File: src/rtl/mem_arb_pkg.sv
// Shared types and width helpers for the unified memory-port arbiter.
package mem_arb_pkg;

    // Sequencer states: one transaction moves through all four in order.
    typedef enum logic [1:0] {
        IDLE,
        ISSUE,
        WAIT,
        RESP
    } state_e;

    // Which requester owns the transaction currently on the port.
    typedef enum logic {
        OWN_I,
        OWN_D
    } owner_e;

    // Byte-lane count for the default 32-bit data path.
    localparam int DEF_DW    = 32;
    localparam int DEF_BYTES = DEF_DW / 8;

    // Byte-lane count for an arbitrary data width.
    function automatic int bytes_of(input int dw);
        return dw / 8;
    endfunction

    // A data width is usable only if it is a non-zero whole number of bytes.
    function automatic bit dw_ok(input int dw);
        return (dw > 0) && ((dw % 8) == 0);
    endfunction

endpackage

File: src/rtl/mem_port_arbiter_if.sv
// Pipeline-side and memory-side signals of the unified memory port.
// slave: the arbiter's view. master: the pipeline plus memory driving it.
interface mem_port_arbiter_if
    import mem_arb_pkg::*;
#(
    parameter int AW = 32,
    parameter int DW = 32
);
    localparam int BW = bytes_of(DW);

    // Fetch side
    logic          i_req;
    logic [AW-1:0] i_addr;
    logic          i_abort;
    logic [DW-1:0] i_rdata;
    logic          i_valid;
    // Data side
    logic          d_req;
    logic          d_we;
    logic [AW-1:0] d_addr;
    logic [DW-1:0] d_wdata;
    logic [BW-1:0] d_wstrb;
    logic [DW-1:0] d_rdata;
    logic          d_valid;
    // Stall requests into the hazard unit
    logic          stallF_mem;
    logic          stallM_mem;
    // Memory command and response
    logic          mem_req;
    logic          mem_we;
    logic [AW-1:0] mem_addr;
    logic [DW-1:0] mem_wdata;
    logic [BW-1:0] mem_wstrb;
    logic [DW-1:0] mem_rdata;

    modport slave (
        input  i_req, i_addr, i_abort,
        input  d_req, d_we, d_addr, d_wdata, d_wstrb,
        input  mem_rdata,
        output i_rdata, i_valid, d_rdata, d_valid,
        output stallF_mem, stallM_mem,
        output mem_req, mem_we, mem_addr, mem_wdata, mem_wstrb
    );

    modport master (
        output i_req, i_addr, i_abort,
        output d_req, d_we, d_addr, d_wdata, d_wstrb,
        output mem_rdata,
        input  i_rdata, i_valid, d_rdata, d_valid,
        input  stallF_mem, stallM_mem,
        input  mem_req, mem_we, mem_addr, mem_wdata, mem_wstrb
    );

endinterface

File: src/rtl/arb_lat_timer.sv
// Loadable down-counter that flags the cycle the memory read data is valid.
module arb_lat_timer #(
    parameter int MEM_LAT = 2
) (
    input  logic clk,
    input  logic rst_n,
    input  logic load_i,
    input  logic dec_i,
    output logic done_o
);
    localparam int CW = $clog2(MEM_LAT + 1);

    logic [CW-1:0] count_q, count_d;

    // Load takes precedence; decrement saturates at zero.
    always_comb begin
        count_d = count_q;
        if (load_i) begin
            count_d = CW'(MEM_LAT);
        end else if (dec_i && (count_q != '0)) begin
            count_d = count_q - 1'b1;
        end
    end

    // Counter register.
    always_ff @(posedge clk or negedge rst_n) begin
        if (!rst_n) begin
            count_q <= '0;
        end else begin
            // NOTE: sequential state uses <= so every flop samples pre-edge values.
            count_q <= count_d;
        end
    end

    // Read data is on mem_rdata in the cycle the count sits at 1.
    assign done_o = (count_q == CW'(1));

endmodule

File: src/rtl/mem_port_arbiter.sv
// Arbiter/sequencer for the memory port shared by fetch and memory stages.
// One transaction at a time; data has priority over fetch.
// Optional build macro MEM_ARB_STARVE_GUARD_EN bounds consecutive data grants
// while a fetch waits (STARVE_MAX); without it, data priority is strict.
module mem_port_arbiter
    import mem_arb_pkg::*;
#(
    parameter int AW         = 32,
    parameter int DW         = 32,
    parameter int MEM_LAT    = 2,
    parameter int STARVE_MAX = 4
) (
    input logic                clk,
    input logic                rst_n,
    mem_port_arbiter_if.slave  bus
);
    localparam int BW = bytes_of(DW);

    state_e        state_q, state_d;
    owner_e        owner_q, owner_d;
    logic          txn_we_q, txn_we_d;
    logic          kill_q, kill_d;
    logic          mem_we_q, mem_we_d;
    logic [AW-1:0] mem_addr_q, mem_addr_d;
    logic [DW-1:0] mem_wdata_q, mem_wdata_d;
    logic [BW-1:0] mem_wstrb_q, mem_wstrb_d;
    logic [DW-1:0] i_rdata_q, i_rdata_d;
    logic [DW-1:0] d_rdata_q, d_rdata_d;
    logic          i_valid_q, i_valid_d;
    logic          d_valid_q, d_valid_d;
    logic          tmr_load, tmr_dec, tmr_done;
    logic          force_i, grant_d, grant_i, abort_hit;

    arb_lat_timer #(.MEM_LAT(MEM_LAT)) u_timer (
        .clk    (clk),
        .rst_n  (rst_n),
        .load_i (tmr_load),
        .dec_i  (tmr_dec),
        .done_o (tmr_done)
    );

`ifdef MEM_ARB_STARVE_GUARD_EN
    localparam int SW = $clog2(STARVE_MAX + 1);
    logic [SW-1:0] starve_q, starve_d;

    assign force_i = (starve_q == SW'(STARVE_MAX));

    // Count data grants that bypassed a waiting fetch; any fetch grant resets.
    always_comb begin
        starve_d = starve_q;
        if (state_q == IDLE) begin
            if (grant_i) begin
                starve_d = '0;
            end else if (grant_d && bus.i_req && !force_i) begin
                starve_d = starve_q + 1'b1;
            end
        end
    end

    // Starvation counter register.
    always_ff @(posedge clk or negedge rst_n) begin
        if (!rst_n) begin
            starve_q <= '0;
        end else begin
            starve_q <= starve_d;
        end
    end
`else
    assign force_i = 1'b0;
`endif

    // Arbitration: data wins unless the guard is forcing a fetch through.
    assign grant_d   = bus.d_req && !(force_i && bus.i_req && !bus.i_abort);
    assign grant_i   = !grant_d && bus.i_req && !bus.i_abort;
    assign abort_hit = (owner_q == OWN_I) && bus.i_abort;

    // Next-state, command latch, response capture and valid generation.
    always_comb begin
        // NOTE: every variable gets a default first so no path infers a latch.
        state_d     = state_q;
        owner_d     = owner_q;
        txn_we_d    = txn_we_q;
        kill_d      = kill_q;
        mem_we_d    = 1'b0;
        mem_addr_d  = '0;
        mem_wdata_d = '0;
        mem_wstrb_d = '0;
        i_rdata_d   = i_rdata_q;
        d_rdata_d   = d_rdata_q;
        i_valid_d   = 1'b0;
        d_valid_d   = 1'b0;
        tmr_load    = 1'b0;
        tmr_dec     = 1'b0;
        case (state_q)
            IDLE: begin
                kill_d = 1'b0;
                if (grant_d) begin
                    owner_d     = OWN_D;
                    txn_we_d    = bus.d_we;
                    mem_we_d    = bus.d_we;
                    mem_addr_d  = bus.d_addr;
                    mem_wdata_d = bus.d_wdata;
                    mem_wstrb_d = bus.d_we ? bus.d_wstrb : '0;
                    state_d     = ISSUE;
                end else if (grant_i) begin
                    owner_d    = OWN_I;
                    txn_we_d   = 1'b0;
                    mem_addr_d = bus.i_addr;
                    state_d    = ISSUE;
                end
            end
            ISSUE: begin
                tmr_load = 1'b1;
                state_d  = WAIT;
                if (abort_hit) kill_d = 1'b1;
            end
            WAIT: begin
                tmr_dec = 1'b1;
                if (abort_hit) kill_d = 1'b1;
                if (tmr_done) begin
                    state_d = RESP;
                    if (owner_q == OWN_I) begin
                        if (!(kill_q || abort_hit)) begin
                            i_rdata_d = bus.mem_rdata;
                            i_valid_d = 1'b1;
                        end
                    end else begin
                        if (!txn_we_q) d_rdata_d = bus.mem_rdata;
                        d_valid_d = 1'b1;
                    end
                end
            end
            RESP: begin
                state_d = IDLE;
                if (abort_hit) kill_d = 1'b1;
            end
            default: state_d = IDLE;
        endcase
    end

    // State and output registers; reset abandons any transaction in flight.
    always_ff @(posedge clk or negedge rst_n) begin
        if (!rst_n) begin
            state_q     <= IDLE;
            owner_q     <= OWN_I;
            txn_we_q    <= 1'b0;
            kill_q      <= 1'b0;
            mem_we_q    <= 1'b0;
            mem_addr_q  <= '0;
            mem_wdata_q <= '0;
            mem_wstrb_q <= '0;
            i_rdata_q   <= '0;
            d_rdata_q   <= '0;
            i_valid_q   <= 1'b0;
            d_valid_q   <= 1'b0;
        end else begin
            state_q     <= state_d;
            owner_q     <= owner_d;
            txn_we_q    <= txn_we_d;
            kill_q      <= kill_d;
            mem_we_q    <= mem_we_d;
            mem_addr_q  <= mem_addr_d;
            mem_wdata_q <= mem_wdata_d;
            mem_wstrb_q <= mem_wstrb_d;
            i_rdata_q   <= i_rdata_d;
            d_rdata_q   <= d_rdata_d;
            i_valid_q   <= i_valid_d;
            d_valid_q   <= d_valid_d;
        end
    end

    // The strobe is a decode of the state flop; command fields are zero
    // outside ISSUE because they are only loaded on the grant edge.
    assign bus.mem_req    = (state_q == ISSUE);
    assign bus.mem_we     = mem_we_q;
    assign bus.mem_addr   = mem_addr_q;
    assign bus.mem_wdata  = mem_wdata_q;
    assign bus.mem_wstrb  = mem_wstrb_q;
    assign bus.i_rdata    = i_rdata_q;
    assign bus.d_rdata    = d_rdata_q;
    assign bus.i_valid    = i_valid_q;
    assign bus.d_valid    = d_valid_q;
    assign bus.stallF_mem = bus.i_req & ~i_valid_q & ~bus.i_abort;
    assign bus.stallM_mem = bus.d_req & ~d_valid_q;

endmodule

File: src/flat_wrapper.sv
// flat-port wrapper written by rule: the top's interface ports become plain ports
module mem_port_arbiter_flat import mem_arb_pkg::*;
#(
    parameter int AW         = 32,
    parameter int DW         = 32,
    parameter int MEM_LAT    = 2,
    parameter int STARVE_MAX = 4
)
  (clk, rst_n, bus_i_req, bus_i_addr, bus_i_abort, bus_d_req, bus_d_we, bus_d_addr, bus_d_wdata, bus_d_wstrb, bus_mem_rdata, bus_i_rdata, bus_i_valid, bus_d_rdata, bus_d_valid, bus_stallF_mem, bus_stallM_mem, bus_mem_req, bus_mem_we, bus_mem_addr, bus_mem_wdata, bus_mem_wstrb);
  mem_port_arbiter_if #(.AW(AW), .DW(DW)) bus_i ();
  input logic clk;
  input logic rst_n;
  input wire logic [$bits(bus_i.i_req)-1:0] bus_i_req;
  input wire logic [$bits(bus_i.i_addr)-1:0] bus_i_addr;
  input wire logic [$bits(bus_i.i_abort)-1:0] bus_i_abort;
  input wire logic [$bits(bus_i.d_req)-1:0] bus_d_req;
  input wire logic [$bits(bus_i.d_we)-1:0] bus_d_we;
  input wire logic [$bits(bus_i.d_addr)-1:0] bus_d_addr;
  input wire logic [$bits(bus_i.d_wdata)-1:0] bus_d_wdata;
  input wire logic [$bits(bus_i.d_wstrb)-1:0] bus_d_wstrb;
  input wire logic [$bits(bus_i.mem_rdata)-1:0] bus_mem_rdata;
  output wire logic [$bits(bus_i.i_rdata)-1:0] bus_i_rdata;
  output wire logic [$bits(bus_i.i_valid)-1:0] bus_i_valid;
  output wire logic [$bits(bus_i.d_rdata)-1:0] bus_d_rdata;
  output wire logic [$bits(bus_i.d_valid)-1:0] bus_d_valid;
  output wire logic [$bits(bus_i.stallF_mem)-1:0] bus_stallF_mem;
  output wire logic [$bits(bus_i.stallM_mem)-1:0] bus_stallM_mem;
  output wire logic [$bits(bus_i.mem_req)-1:0] bus_mem_req;
  output wire logic [$bits(bus_i.mem_we)-1:0] bus_mem_we;
  output wire logic [$bits(bus_i.mem_addr)-1:0] bus_mem_addr;
  output wire logic [$bits(bus_i.mem_wdata)-1:0] bus_mem_wdata;
  output wire logic [$bits(bus_i.mem_wstrb)-1:0] bus_mem_wstrb;
  assign bus_i.i_req = bus_i_req;
  assign bus_i.i_addr = bus_i_addr;
  assign bus_i.i_abort = bus_i_abort;
  assign bus_i.d_req = bus_d_req;
  assign bus_i.d_we = bus_d_we;
  assign bus_i.d_addr = bus_d_addr;
  assign bus_i.d_wdata = bus_d_wdata;
  assign bus_i.d_wstrb = bus_d_wstrb;
  assign bus_i.mem_rdata = bus_mem_rdata;
  assign bus_i_rdata = bus_i.i_rdata;
  assign bus_i_valid = bus_i.i_valid;
  assign bus_d_rdata = bus_i.d_rdata;
  assign bus_d_valid = bus_i.d_valid;
  assign bus_stallF_mem = bus_i.stallF_mem;
  assign bus_stallM_mem = bus_i.stallM_mem;
  assign bus_mem_req = bus_i.mem_req;
  assign bus_mem_we = bus_i.mem_we;
  assign bus_mem_addr = bus_i.mem_addr;
  assign bus_mem_wdata = bus_i.mem_wdata;
  assign bus_mem_wstrb = bus_i.mem_wstrb;
  mem_port_arbiter #(.AW(AW), .DW(DW), .MEM_LAT(MEM_LAT), .STARVE_MAX(STARVE_MAX)) u_core (.clk(clk), .rst_n(rst_n), .bus(bus_i));
endmodule
File: config.mk
export PLATFORM = sky130hd
export DESIGN_NAME = mem_port_arbiter_flat
export DESIGN_NICKNAME = d
export VERILOG_FILES = /design/src/rtl/mem_arb_pkg.sv /design/src/rtl/mem_port_arbiter_if.sv /design/src/rtl/arb_lat_timer.sv /design/src/rtl/mem_port_arbiter.sv /design/src/flat_wrapper.sv
export SDC_FILE = /design/constraint.sdc
export NUM_CORES = 1
export LEC_CHECK = 0
export ABC_AREA = 1
export CAP_MARGIN = 40
export CORE_AREA = 3 3 122 124
export DETAILED_ROUTE_END_ITERATION = 16
export DIE_AREA = 0 0 125 127
export PLACE_DENSITY = 0.91
export SETUP_SLACK_MARGIN = 0.02
export SYNTH_ARGS = -nofsm -noshare
export SYNTH_HDL_FRONTEND = slang
export SYNTH_SLANG_ARGS = --single-unit
export TNS_END_PERCENT = 5
File: constraint.sdc
create_clock -name clk -period 1.9 [get_ports clk]
set_input_delay 0.285 -clock clk [delete_from_list [all_inputs] [get_ports clk]]
set_output_delay 0.285 -clock clk [all_outputs]
set_load 0.02 [all_outputs]
# == Yosys cells after proc, flatten, opt, wreduce, memory -nomap -nowiden ==
# Cells that the tools add are included.
# word_totals
ff_bits,142
latch_bits,0
ramBits,0
rom_bits,0
in_bits,138
out_inout_bits,138
memories,0
# classes
n_addsub,1
multipliers,0
div,0
n_lt_le_gt_ge,0
n_eq_ne,7
n_shift,0
mux,30
n_bitwise,9
n_reduce_logical,16
# ops
op,count
32-bit two-way mux,5
1-bit two-way mux,15
4-bit two-way mux,3
2-bit two-way mux,5
2-bit one-hot mux with 4 select lines,1
4-bit AND reduction,2
1-bit NOT,6
2-bit nonzero test,3
2-bit by 1-bit == test with 1-bit output (second input constant),2
2-bit == test (second input constant),2
1-bit logical AND,4
2-bit by 1-bit != test with 1-bit output (second input constant),2
2-bit AND reduction,2
1-bit AND,3
3-bit by 2-bit != test with 1-bit output (second input constant),1
3-bit OR reduction,1
1-bit logical NOT,2
2-bit logical NOT,1
1-bit one-hot mux with 2 select lines,1
2-bit by 1-bit subtractor with 2-bit output (second input constant),1
1-bit logical OR,1

# == Logic depth before layout (Yosys ltp) ==
# depth
ltp_word,7
ltp_mapped,8
mapped_depth_nobuf,7

# == Hierarchy ==
# A second synthesis with hierarchy kept.
# hier_totals
hier_cells,595
area_unflattened_um2,5534.1
# modules_own_cells
mod,instances,cells_each,area_per_inst_um2,seq_area_each_um2
mem_port_arbiter,1,578,5405.2,3503.4
arb_lat_timer,1,17,128.9,50.0

# == Worst setup path before layout ==
# No wires, ideal clock.
# synth_path
kind,register to register
start,reg u_core.state_q[0]
end,reg u_core.d_rdata_q[0] (netlist: u_core.bus.d_rdata[0])
setup_time_ns,0.117
arrival_ns,1.264
required_ns,1.783
slack_ns,0.519
stages_incl_launch_ff,9
n_path_buf,1
period_less_slack_ns,1.381
cell_sequence,dfrtp_1 -> inv_1 -> ha_1 -> nand2_2 -> nor2_8 -> nand2_4 -> buf_6 -> nand2_1 -> nand2_1
# synth_via
elab_chain_cells,2
# synth_rtl
element,line,source
"start, declared",mem_port_arbiter.sv:19,"state_e state_q, state_d;"
"start signal, assigned",mem_port_arbiter.sv:157,state_q <= state_d;
2-bit == test,mem_port_arbiter.sv:94,case (state_q)
4-bit AND reduction (no source line),--,
"end signal, assigned",mem_port_arbiter.sv:166,d_rdata_q <= d_rdata_d;
"end, declared",mem_port_arbiter.sv:28,"logic [DW-1:0] d_rdata_q, d_rdata_d;"
# No other way between the ends.
# A chain may end at the register's enable or synchronous reset.

# == Worst setup path after layout ==
# layout_path
start,reg u_core.state_q[1]
end,out bus_mem_req
# layout_via
elab_chain_cells,1
# layout_rtl
element,line,source
2-bit by 1-bit == test with 1-bit output,mem_port_arbiter.sv:174,assign bus.mem_req = (state_q == ISSUE);
"end, declared",flat_wrapper.sv:28,output wire logic [$bits(bus_i.mem_req)-1:0] bus_mem_req;
# No other way between the ends.

==> results.toml <==
[synth]
synth-simple-area-share = 0.2407
synth.distinct_cells = 21
synth_top_family_by_area = "simple AND/OR/NAND/NOR gates"
netlist_instances = 587
synth_xor_area_frac = 0.001579
muxShareOfSynthArea = 0
synth_top_area_cell = "dfrtp_1"
netlist_area_um2 = 5547
yosysTopAreaCellShare = 0.6406
syn_avg_cell_area_um2 = 9.449
ys_ff_latch = 142
synth_area_leaders = "dfrtp_1 64%, nand2_1 16%, inv_1 3.3%, nand3_1 3.2%, nor2_1 2.7%"
synthAdderAreaFrac = 0.01353
synth_seq_area_share = 0.6406
synth_nets = 731
synth_compound_area_frac = 0.03068
yosys_warnings = 0

[layout]
final_area_um2 = 9080
instances_no_fill = 1061
syn_to_final_growth_pct = 63.70
fill_cells = 1077
antenna_cells = 0
multi_input_area_um2 = 1589
seq_area_um2 = 3553
drive_above_1_share = 0.07151
final_nets = 1012
utilization = 0.6541

[die]
die_h_um = 127
io_pins = 276
row_count = 43
initial_core_util = 0.3996
core_um2 = 13880
die_area_um2 = 15880
die_w_um = 125

[power]
ir_drop_v = 0.0006098
p_per_area_nw_per_um2 = 1390
p_leak_nw = 4.415
power_mw = 12.62

[setup_path]
endpoint_kind = "primary output"
worstSetupStartpointType = "flop"
crit_chain = "inv_1 > ha_1 > dlygate4sd2_1"
worstSetupPathType = "reg2out"
slowest_stage = "dfrtp_1"
crit_required_ns = 1.62
crit_buf_inv = 2
cpLargestDelayFamily = "buffers and inverters"
slowest_delay_ns = 0.40
crit_fanout = 3
arrival_ns = 1.51

[sta]
maxSlewHeadroom = 0.7347
grt_setup_unrepaired = "no"
finalSetupViolations = 0
holdWs_ns = 0.3343
fmax_mhz = 555.9
final.setup.worst_slack_ns = 0.1011
min_period_ns = 1.799
tns_ns = 0
drv_slew = 0
fin_skew_ns = 0.007456
fin_crit_sh = 0.9468
hold_viol = 0
tightest_slew_ns = 0.3979

[route]
drt_iter0_drc = 318
route.detailed.drc = 0
drt-total-wl_mm = 16.83
via_per_inst = 4.620
post_drt_wl_per_cell_um = 15.87
ant_nets = 0
dr_total_vias = 4902
dr.pass1.iters = 4

[global_route]
grt_use_met1 = 0.2402
grt_first_pass_wirelength_mm = 26.49
grt_pass1_vias = 5097
global_route.usage.met3 = 0.06856
grt_use_met2 = 0.3755
overflow = 0
antenna_found_initial = 0
grt_max_degree = 52
top_usage_layer = "met2"
grt_usage = 0.2148

[place]
port_buffers = 275
dp_cells = 1028
place_hpwl_mm = 12.62
gp_congestion = 0.8313
placed_area_um2 = 8506
post-place-ws_ns = 0.02353

[min_path]
hold_path_class = "in2async"

[job]
cap_violations = 0

[outcome]
outcome = "complete, no violations"

[clock_network]
htree_levels = 4
clock_sinks = 142
clock_path_buffers = 2
clkTransAtPathRegs_ns = 0.06
cts-root-buf = "clkbuf_16"
cts_buffers = 17
insertion_delay_ns = 0.41
cts_tree = "built"
## per-layer routing
layer | share of wire | wire, µm
met1 | 0.37 | 6265
met2 | 0.52 | 8728
met3 | 0.077 | 1295
met4 | 0.032 | 544
met5 | 0 | 0
## power by group
group	leakage, nW	switching, mW	internal, mW
clock	0.261	1.29	1.83
combinational	2.34	2.81	2.28
sequential	1.81	0.456	3.95
## worst register-to-register path, stage by stage (launching register included)
cell and delay [ns]:
dfrtp_1 0.40, inv_1 0.12, ha_1 0.26, buf_12 0.21
nand2_2 0.10, inv_2 0.15, buf_12 0.20, nand2_1 0.07
o21ai_0 0.10
## flip-flops by register name (all words and copies together) (netlist names), 2 cells and up
name and cells:
u_core.bus.mem_wstrb 4, u_core.bus.d_rdata 32, u_core.bus.mem_wdata 32, u_core.state_q 2, u_core.bus.mem_addr 32, u_core.bus.i_rdata 32, u_core.u_timer.count_q 2
## layout make-up
type,count,share of cell area
clock inverter,13,0.01295
timing repair buffer,290,0.3260
inverter,51,0.02108
tap,180,0.02480
multi-input combinational,366,0.1750
clock buffer,19,0.04878
sequential,142,0.3913
## logic make-up (layout without fill, tap and decap cells)
group	count (synthesis)	in the layout
DFF	142	142
and+or+nand+nor	325	325
adders and majority gates	6	6
AOI/OAI and AO/OA	34	34
xor gates and xnor gates	1	1
buffers and inverters	79	373
## cells in the mapped netlist
master      n
xor2_1      1
nor2_8      1
buf_2      11
clkbuf_1    5
a21oi_1     1
ha_1        6
o21ai_1     3
nor2_4      1
buf_8       1
nand2_4     2
nor2_1     40
buf_6      11
nand3_2     1
inv_1      49
nand2_1   234
or2_2       1
nand3_1    36
o21ai_0    30
dfrtp_1   142
inv_2       2
nand2_2     9
## path summary, 6_finish.rpt
| kind | startpoint | end | slack [ns] | cells past startpoint |
|---|---|---|---|---|
| worst max-delay path | u_core.state_q[1] | bus_mem_req | 0.10 | 3 |
| worst min-delay path | rst_n | u_core.bus.d_rdata[31] | 0.33 | 2 |
| worst max register to register | u_core.state_q[0] | u_core.bus.mem_addr[4] | 0.20 | 8 |
| worst min register to register | u_core.bus.d_rdata[0] | u_core.bus.d_rdata[0] | 0.47 | 2 |
| max in group asynchronous | rst_n | u_core.bus.mem_addr[4] | 0.91 | 3 |
| min in group clk | bus_d_wdata[8] | u_core.bus.mem_wdata[8] | 0.38 | 3 |
## cells in the final DEF, fill, tap and decap left out, types with 2 or more instances in the layout
master             n
nand2_4            2
buf_4              7
inv_2              2
nor2_1            40
ha_1               6
nand3_1           36
clkdlybuf4s50_1  271
inv_1             49
o21ai_0           30
clkinv_4           3
o21ai_1            3
nand2_2            9
nand2_1          234
dlymetal6s2s_1     2
clkbuf_16         17
buf_12             7
clkinvlp_4         5
clkinv_2           3
dfrtp_1          142
## what timing repair did
| item | in CTS | in global routing |
|---|---|---|
| pin swaps | 0 | 0 |
| endpoints found under the setup margin | 1 | 2 |
| endpoints found under the hold margin | 29 | 0 |
| hold buffers | 1 | 0 |
| resized for setup | 1 | 2 |
| gates cloned | 0 | 0 |
| setup buffers | 0 | 0 |
(Power assumes the default switching activity.)
